$ cat config.mk
export PLATFORM = sky130hd
export DESIGN_NAME = pipe_instr_fetch_flat
export DESIGN_NICKNAME = d
export VERILOG_FILES = /design/src/rtl/pipe_instr_fetch_if.sv /design/src/rtl/pipe_instr_fetch.sv /design/src/flat_wrapper.sv
export SDC_FILE = /design/constraint.sdc
export NUM_CORES = 1
export LEC_CHECK = 0
export ABC_AREA = 1
export BUFFER_PORTS_ARGS = -buffer_cell sky130_fd_sc_hd__buf_4
export CORE_MARGIN = 3
export CORE_UTILIZATION = 52
export CTS_CLUSTER_SIZE = 10
export DETAILED_ROUTE_END_ITERATION = 16
export PLACE_DENSITY = 0.76
export SLEW_MARGIN = 20
export SYNTH_ARGS = -nofsm -noshare
export SYNTH_HDL_FRONTEND = slang
export SYNTH_SLANG_ARGS = --single-unit
$ cat constraint.sdc
create_clock -name clk -period 7.48 [get_ports clk]
set_input_delay 1.496 -clock clk [delete_from_list [all_inputs] [get_ports clk]]
set_output_delay 1.496 -clock clk [all_outputs]
set_load 0.01 [all_outputs]
$ cat src/rtl/pipe_instr_fetch_if.sv
`default_nettype none
// ============================================================================
// Module      : pipe_instr_fetch_if
// Description : Avalon-style instruction memory port (fetch master <-> memory).
// Revision    : 1.0
// ============================================================================
interface pipe_instr_fetch_if;
    logic [31:0] avm_address;
    logic        avm_read;
    logic        avm_waitrequest;
    logic [31:0] avm_readdata;

    modport master (
        output avm_address,
        output avm_read,
        input  avm_waitrequest,
        input  avm_readdata
    );

    modport slave (
        input  avm_address,
        input  avm_read,
        output avm_waitrequest,
        output avm_readdata
    );
endinterface
`default_nettype wire

$ cat src/rtl/pipe_instr_fetch.sv
`default_nettype none
// ============================================================================
// Module      : pipe_instr_fetch
// Description : Instruction fetch front end: PC tracking, memory requests,
//               instruction buffer, redirects and halt-on-jump-to-zero.
// Revision    : 1.0
// ============================================================================
module pipe_instr_fetch #(
    parameter logic [31:0] RESET_VECTOR = 32'hBFC00000,
    parameter int          FIFO_DEPTH   = 2
) (
    input  wire logic              clk,
    input  wire logic              reset,
    pipe_instr_fetch_if.master     avm,
    input  wire logic              redirect_valid,
    input  wire logic [31:0]       redirect_pc,
    input  wire logic              stall,
    output logic                   instr_valid,
    output logic [31:0]            instr_out,
    output logic [31:0]            instr_pc,
    output logic                   fetch_fault,
    output logic                   active
);
    localparam int AW = $clog2(FIFO_DEPTH);
    localparam int CW = AW + 1;
    localparam logic [CW-1:0] C_DEPTH = CW'(FIFO_DEPTH);

    typedef enum logic [1:0] {
        IDLE = 2'd0,
        REQ  = 2'd1,
        RESP = 2'd2,
        HALT = 2'd3
    } state_t;

    state_t          state_q, state_d;
    logic [31:0]     pc_q, pc_d;
    logic [31:0]     resp_pc_q, resp_pc_d;
    logic [31:0]     tgt_q, tgt_d;
    logic            tgt_pend_q, tgt_pend_d;
    logic            stale_q, stale_d;
    logic            halt_pend_q, halt_pend_d;
    logic            fault_q, fault_d;
    logic [AW-1:0]   rd_ptr_q, rd_ptr_d;
    logic [AW-1:0]   wr_ptr_q, wr_ptr_d;
    logic [CW-1:0]   count_q, count_d;
    logic [31:0]     word_q [FIFO_DEPTH];
    logic [31:0]     word_d [FIFO_DEPTH];
    logic [31:0]     wpc_q  [FIFO_DEPTH];
    logic [31:0]     wpc_d  [FIFO_DEPTH];

    logic            w_accept;
    logic            w_push;
    logic            w_pop;
    logic            w_space;
    logic [31:0]     w_tgt;
    logic            w_tgt_zero;

    assign w_accept   = (state_q == REQ) && !avm.avm_waitrequest;
    assign w_pop      = (count_q != '0) && !stall;
    assign w_push     = (state_q == RESP) && !stale_q && !redirect_valid;
    assign w_tgt      = {redirect_pc[31:2], 2'b00};
    assign w_tgt_zero = (redirect_pc == 32'd0);
    assign w_space    = (count_d < C_DEPTH);

    always_comb begin
        rd_ptr_d = rd_ptr_q;
        wr_ptr_d = wr_ptr_q;
        count_d  = count_q;
        word_d   = word_q;
        wpc_d    = wpc_q;
        fault_d  = fault_q;

        if (redirect_valid) begin
            rd_ptr_d = '0;
            wr_ptr_d = '0;
            count_d  = '0;
            if (redirect_pc[1:0] != 2'b00) begin
                fault_d = 1'b1;
            end
        end else begin
            if (w_push) begin
                word_d[wr_ptr_q] = avm.avm_readdata;
                wpc_d[wr_ptr_q]  = resp_pc_q;
                wr_ptr_d         = wr_ptr_q + AW'(1);
            end
            if (w_pop) begin
                rd_ptr_d = rd_ptr_q + AW'(1);
            end
            if (w_push && !w_pop) begin
                count_d = count_q + CW'(1);
            end else if (!w_push && w_pop) begin
                count_d = count_q - CW'(1);
            end
        end
    end

    always_comb begin
        state_d     = state_q;
        pc_d        = pc_q;
        resp_pc_d   = resp_pc_q;
        tgt_d       = tgt_q;
        tgt_pend_d  = tgt_pend_q;
        stale_d     = stale_q;
        halt_pend_d = halt_pend_q;

        case (state_q)
            IDLE: begin
                if (redirect_valid) begin
                    pc_d    = w_tgt;
                    state_d = w_tgt_zero ? HALT : REQ;
                end else if (w_space) begin
                    state_d = REQ;
                end
            end
            REQ: begin
                if (w_accept) begin
                    resp_pc_d  = pc_q;
                    state_d    = RESP;
                    pc_d       = tgt_pend_q ? tgt_q : pc_q + 32'd4;
                    tgt_pend_d = 1'b0;
                end
                // A held request keeps its address on the bus; the new target waits in tgt_q.
                if (redirect_valid) begin
                    stale_d     = 1'b1;
                    halt_pend_d = w_tgt_zero;
                    if (w_accept) begin
                        pc_d = w_tgt;
                    end else begin
                        tgt_d      = w_tgt;
                        tgt_pend_d = 1'b1;
                    end
                end
            end
            RESP: begin
                stale_d     = 1'b0;
                halt_pend_d = 1'b0;
                if (redirect_valid) begin
                    pc_d    = w_tgt;
                    state_d = w_tgt_zero ? HALT : REQ;
                end else if (halt_pend_q) begin
                    state_d = HALT;
                end else begin
                    state_d = w_space ? REQ : IDLE;
                end
            end
            HALT: begin
                state_d = HALT;
            end
            default: begin
                state_d = IDLE;
            end
        endcase
    end

    always_ff @(posedge clk or posedge reset) begin
        if (reset) begin
            state_q     <= IDLE;
            pc_q        <= RESET_VECTOR;
            resp_pc_q   <= '0;
            tgt_q       <= '0;
            tgt_pend_q  <= 1'b0;
            stale_q     <= 1'b0;
            halt_pend_q <= 1'b0;
            fault_q     <= 1'b0;
            rd_ptr_q    <= '0;
            wr_ptr_q    <= '0;
            count_q     <= '0;
            for (int i = 0; i < FIFO_DEPTH; i++) begin
                word_q[i] <= '0;
                wpc_q[i]  <= '0;
            end
        end else begin
            state_q     <= state_d;
            pc_q        <= pc_d;
            resp_pc_q   <= resp_pc_d;
            tgt_q       <= tgt_d;
            tgt_pend_q  <= tgt_pend_d;
            stale_q     <= stale_d;
            halt_pend_q <= halt_pend_d;
            fault_q     <= fault_d;
            rd_ptr_q    <= rd_ptr_d;
            wr_ptr_q    <= wr_ptr_d;
            count_q     <= count_d;
            word_q      <= word_d;
            wpc_q       <= wpc_d;
        end
    end

    always_ff @(posedge clk) begin
        if (!reset) begin
            a_no_overflow: assert (!(w_push && !w_pop && (count_q == C_DEPTH)));
        end
    end

    assign avm.avm_read    = (state_q == REQ);
    assign avm.avm_address = pc_q;
    assign instr_valid     = (count_q != '0);
    assign instr_out       = word_q[rd_ptr_q];
    assign instr_pc        = wpc_q[rd_ptr_q];
    assign fetch_fault     = fault_q;
    assign active          = (state_q != HALT);
endmodule
`default_nettype wire
$ cat src/flat_wrapper.sv
// flat-port wrapper written by rule: the top's interface ports become plain ports
module pipe_instr_fetch_flat 
#(
    parameter logic [31:0] RESET_VECTOR = 32'hBFC00000,
    parameter int          FIFO_DEPTH   = 2
)
  (clk, reset, redirect_valid, redirect_pc, stall, instr_valid, instr_out, instr_pc, fetch_fault, active, avm_avm_address, avm_avm_read, avm_avm_waitrequest, avm_avm_readdata);
  pipe_instr_fetch_if avm_i ();
  input  wire logic clk;
  input  wire logic reset;
  input  wire logic redirect_valid;
  input  wire logic [31:0] redirect_pc;
  input  wire logic stall;
  output logic instr_valid;
  output logic [31:0] instr_out;
  output logic [31:0] instr_pc;
  output logic fetch_fault;
  output logic active;
  output wire logic [$bits(avm_i.avm_address)-1:0] avm_avm_address;
  output wire logic [$bits(avm_i.avm_read)-1:0] avm_avm_read;
  input wire logic [$bits(avm_i.avm_waitrequest)-1:0] avm_avm_waitrequest;
  input wire logic [$bits(avm_i.avm_readdata)-1:0] avm_avm_readdata;
  assign avm_avm_address = avm_i.avm_address;
  assign avm_avm_read = avm_i.avm_read;
  assign avm_i.avm_waitrequest = avm_avm_waitrequest;
  assign avm_i.avm_readdata = avm_avm_readdata;
  pipe_instr_fetch #(.RESET_VECTOR(RESET_VECTOR), .FIFO_DEPTH(FIFO_DEPTH)) u_core (.clk(clk), .reset(reset), .avm(avm_i), .redirect_valid(redirect_valid), .redirect_pc(redirect_pc), .stall(stall), .instr_valid(instr_valid), .instr_out(instr_out), .instr_pc(instr_pc), .fetch_fault(fetch_fault), .active(active));
endmodule
; ---- Word level (Yosys, flattened, before mapping)
; Cells that the tools add are included.
[classes]
n_lt_le_gt_ge = 4
bitwise = 4
n_reduce_logical = 29
addsub = 5
n_eq_ne = 8
n_mux = 38
[op_table]
columns = operator, count
row1 = 32-bit 2-to-1 mux, 12
row2 = 64-bit bitwise mux, 2
row3 = 32-bit one-hot mux with 2 select lines, 1
row4 = "32-bit by 3-bit adder with 32-bit output, second input constant", 1
row5 = 32-bit demux with 1-bit select, 1
row6 = 32-bit zero test, 1
row7 = 2-bit 2-to-1 mux, 9
row8 = 2-bit AND reduction, 6
row9 = 2-bit nonzero test, 6
row10 = 1-bit 2-to-1 mux, 10
row11 = 2-bit one-hot mux with 4 select lines, 1
row12 = 1-bit logical AND, 7
row13 = 1-bit zero test, 6
row14 = "2-bit == test, second input constant", 2
row15 = "2-bit greater-or-equal comparator, second input constant", 2
row16 = "2-bit by 1-bit != test with 1-bit output, second input constant", 2
row17 = "2-bit != test, second input constant", 2
row18 = 1-bit inverter with 2-bit output, 2
row19 = 1-bit one-hot mux with 2 select lines, 2
row20 = "3-bit by 2-bit != test with 1-bit output, second input constant", 1
row21 = 3-bit AND reduction, 1
row22 = "1-bit adder, second input constant", 2
row23 = "2-bit by 1-bit adder with 2-bit output, second input constant", 1
row24 = "2-bit by 1-bit == test with 1-bit output, second input constant", 1
row25 = other kinds (6), 7
[totals]
wordCells = 103
out_inout_bits = 100
reg_bits = 232

; ---- Logic depth before layout (Yosys ltp)
[logic_depth]
word_depth = 13
mapped_depth = 12
depth_no_buf = 12

; ---- Worst setup path before layout
; Ideal clock, no wire load.
[synth_timing]
kind = register to output
startpoint = reg u_core.rd_ptr_q
endpoint = out instr_out[21]
path_stages_with_launch = 5
required_time_ns = 5.984
path_slack_ns = 4.887
t_arrival_ns = 1.097
path_buffers = 2
path_cell_list = dfrtp_1 clkbuf_1 clkbuf_1 nand2_1 nand2_1
[synth_via]
elab_chain_cells = 4
[synth_lines]
columns = element, line
row1 = "start, declared", pipe_instr_fetch.sv:43  ; logic [AW-1:0] rd_ptr_q, rd_ptr_d;
row2 = "start signal, assigned", pipe_instr_fetch.sv:181  ; rd_ptr_q <= rd_ptr_d;
row3 = 1-bit inverter with 2-bit output (not written as such), pipe_instr_fetch.sv:198  ; assign instr_out = word_q[rd_ptr_q];
row4 = 32-bit 2-to-1 mux (not written as such) (3 in series), pipe_instr_fetch.sv:198
row5 = "end, declared", flat_wrapper.sv:15  ; output logic [31:0] instr_out;
; Every way passes these cells. The select of a mux whose other input is x is not followed.

; ---- Final worst setup path
[layout_timing]
startpoint = reg u_core.state_q[0]
endpoint = out avm_avm_read
[layout_via]
elab_chain_cells = 1
[layout_lines]
columns = element, line
row1 = "start, declared", pipe_instr_fetch.sv:35  ; state_t state_q, state_d;
row2 = "start signal, assigned", pipe_instr_fetch.sv:173  ; state_q <= state_d;
row3 = 2-bit by 1-bit == test with 1-bit output, pipe_instr_fetch.sv:195  ; assign avm.avm_read = (state_q == REQ);
row4 = "end, declared", flat_wrapper.sv:20  ; output wire logic [$bits(avm_i.avm_read)-1:0] avm_avm_read;
; Every way passes these cells.

==> metrics <==
Mapped Cells=1554; vias in the first global route=9728; hold buffer count at cts=0; Max Slew Vio Count=0; Syn-to-layout area delta=17.0%; slew of the pin with the lowest slew margin=1.12 ns; shortest clock period the worst path allows after layout=3.63 ns; vertical extent of the die=157 µm; number of port buffers=168; worst path cell trace=nand2_4 -> inv_1 -> buf_4; power density over the cells=394 nW/µm²; crit path capture type=output port; top cell types by occurrence after synthesis=594 x sky130_fd_sc_hd__nand2_1, 223 x sky130_fd_sc_hd__dfrtp_1, 164 x sky130_fd_sc_hd__inv_1, 164 x sky130_fd_sc_hd__o21ai_0, 58 x sky130_fd_sc_hd__a21oi_1; mean number of vias per cell=5.35; kind of critical path=reg2out; Internal Pwr Total=3.28 mW; Worst Hold Depth=1; slowest CP cell=sky130_fd_sc_hd__dfrtp_1; count of buffering cells on the critical path with inverters included=2; WL/cell=15.5 µm; Worst path top cell family by delay=buffers and inverters; detailed placer's ending HPWL=19.7 mm; FFs w/ async S/R, synth=1.00; RSZ-0062 raised after global routing=no; fraction of the mapped netlist area in compound gates=0.156; Mean Syn Cell Area=7.63 µm²; detailed router's first-iteration violation count=1095; Detail Route Antenna Nets=0; Leak=6.96 nW; data required time of the worst path=5.98 ns; Slew headroom=0.251; switching share of power=0.399; share of the yosys chip area belonging to registers=0.491; Chip Width=157 µm; clock network fraction of total power=0.214; Stages on worst setup path=3; Routed Wire Length=30.5 mm; final setup skew=0.0236 ns; via count=10.5k; portion of synthesized cell area occupied by the leading cell type=0.471; area enclosed by the die boundary=24700 µm²; count of cells along the worst register-to-register path=8; grt ovf=0; DP Cell Count=1927; parity-gate share of the synthesized area counting xor and xnor cells=0.00591; number of iterations in the first detailed-routing pass=8; Psw=2.18 mW; combinational cell fraction of total power=0.391; antenna fix cells=0; post-synthesis cell type with the largest combined area=sky130_fd_sc_hd__dfrtp_1; Setup-failing EPs final=0; clock buffers created by TritonCTS=27; combinational family with the most area after synthesis=simple AND/OR/NAND/NOR gates; global-route wire length before repair=49.4 mm; post-synthesis simple-gate area fraction=0.253; H-Tree Level Count=1; post-CTS repair timing setup buffer count=0; peak supply drop=0.000226 V; most used flip-flop cell after synthesis=sky130_fd_sc_hd__dfrtp_1; final standard cell count with taps included and fillers excluded=1968; number of synthesized flops with an enable pin=0; Synth Register Bits=232; # clock sinks=232; sequential power share=0.395; buffer type at the clock tree root=sky130_fd_sc_hd__clkbuf_16; synthesized cell area=11900 µm²; result of the run=complete, no violations; combined global-route utilization of all metal layers=0.243; Final Cycle Share=0.486; distinct cell type count of the synthesized netlist=39; number of remaining DRC errors=0; largest stage delay on the critical path=0.57 ns; count of instances resized after the clock tree is built=0; Post-Synthesis Net Count=1625; cells taking the most area after synthesis=sky130_fd_sc_hd__dfrtp_1 47%, sky130_fd_sc_hd__nand2_1 19%, sky130_fd_sc_hd__o21ai_0 6.9%; Tightest Hold Check Type=reg2reg; Total Neg Setup Slack=0 ns; Placement Rows=54; starting density of the core=0.537; Worst Slack Setup Final=3.85 ns; fraction of the core area covered by cells at the end of the flow=0.628; warning count from the yosys run=0; worst endpoint data arrival time=2.14 ns; worst slack, placed=3.45 ns; most frequent cell after synthesis=sky130_fd_sc_hd__nand2_1; layout cells sized above 1=0.172; proportion of synthesized area in mux cells=0; total power consumption of the routed design=5.46 mW; Filler Cell Count=1965; startpoint type of the worst setup path=flip-flop; TritonCTS clock tree=yes; peak clock frequency supported by timing=0.275 GHz; Max-Cap Viols=0; clock-pin slew reported for the worst setup and hold paths after clock tree synthesis=0.05 ns; antenna violations before repair=0; net count of the finished layout=1747; worst-case clock buffer depth=3; routability congestion estimate=0.895; number of placed I/O pins=169; maximum fanout count along the critical path=24; core footprint=22100 µm²; Worst-Skew Late Latency=0.55 ns; number of hold violations in the final report=0; pin count of the biggest net entering global routing=134; adder-cell share of the synthesized area=0.00211
## worst paths after layout
path	start	endpoint	slack (ns)
min reg2reg	u_core.count_q[0]	u_core.count_q[0]	0.47
max	u_core.state_q[0]	avm_avm_read	3.85
max reg2reg	u_core.state_q[0]	u_core.avm.avm_address[8]	4.02
min	u_core.count_q[0]	u_core.count_q[0]	0.47
max in group asynchronous	reset	u_core.rd_ptr_q	5.00
min in group asynchronous	reset	u_core.resp_pc_q[5]	1.15
## metal layers
layer,vias to the layer above,global-route usage,share of wire
met5,-,0,0
met2,453,0.380,0.44
met3,45,0.0396,0.085
met1,4859,0.361,0.45
li1,5177,-,-
met4,0,0.0517,0.019
## area by class of cell
class / instances / area (µm²) / share of cell area
Clock inverter: 1 / 20.0 / 0.00144
Inverter: 171 / 653 / 0.0471
Sequential cell: 232 / 5820 / 0.419
Timing Repair Buffer: 175 / 1330 / 0.0959
Clock buffer: 40 / 744 / 0.0537
Multi-Input combinational cell: 1069 / 4960 / 0.357
Tap cell: 280 / 350 / 0.0253
## power by group through the flow
stage | sequential, mW | clock (mW) | combinational [mW]
finish | 2.16 | 1.17 | 2.13
global route | 2.22 | 1.24 | 2.40
CTS | 2.15 | 1.19 | 2.14
detailed placement | 2.16 | 0 | 2.13
global placement | 2.14 | 0 | 2.07
floorplan | 2.07 | 0 | 1.41
## cells in the final DEF, fill, tap and decap left out, types with 3 or more instances in the layout
master and instances:
sky130_fd_sc_hd__nand2_1 594, sky130_fd_sc_hd__inv_2 4, sky130_fd_sc_hd__o22ai_1 4, sky130_fd_sc_hd__xor2_1 7, sky130_fd_sc_hd__inv_1 163, sky130_fd_sc_hd__buf_4 173, sky130_fd_sc_hd__nand4_1 10, sky130_fd_sc_hd__a21oi_1 58
sky130_fd_sc_hd__a211oi_1 13, sky130_fd_sc_hd__inv_4 3, sky130_fd_sc_hd__o211ai_1 3, sky130_fd_sc_hd__o21ai_0 164, sky130_fd_sc_hd__nor2_4 5, sky130_fd_sc_hd__dfrtp_1 222, sky130_fd_sc_hd__dfstp_2 9, sky130_fd_sc_hd__clkbuf_1 11
sky130_fd_sc_hd__nor3_1 14, sky130_fd_sc_hd__nor2_2 7, sky130_fd_sc_hd__nand3_1 53, sky130_fd_sc_hd__a22oi_1 6, sky130_fd_sc_hd__clkbuf_16 27, sky130_fd_sc_hd__o21ai_2 49, sky130_fd_sc_hd__o21ai_1 12, sky130_fd_sc_hd__nor2_1 50
## sequential cells by signal (all words and copies together), names as in the netlist
name and flops:
u_core.word_q 64, u_core.wpc_q 64, u_core.avm.avm_address 32, u_core.resp_pc_q 32
u_core.tgt_q 30, u_core.count_q 2, u_core.state_q 2, u_core.fetch_fault 1
u_core.halt_pend_q 1, u_core.rd_ptr_q 1, u_core.stale_q 1, u_core.tgt_pend_q 1
u_core.wr_ptr_q 1
## cell families after synthesis
group                    after synthesis
buffers and inverters                253
flip-flops                           232
AO/OA/AOI/OAI                        316
adder cells (fa/ha/maj)                2
AND/OR/NAND/NOR                      743
XOR/XNOR                               8
## metrics by stage
step / area [µm²] / hold WS (ns)
finish: 13900 / 0.471
global route: 13900 / 0.484
CTS: 13900 / 0.469
detailed placement: 13100 / 0.461
global placement: 13100 / 0.451
floorplan: 11900 / 0.434
## worst reg2reg max path: cells and delay by family (launching register included)
kind / cells / cell delay, ns
DFF: 1 / 0.57
AOI/OAI and AO/OA: 2 / 0.57
and+or+nand+nor: 6 / 2.24
(Power assumes the default switching activity.)
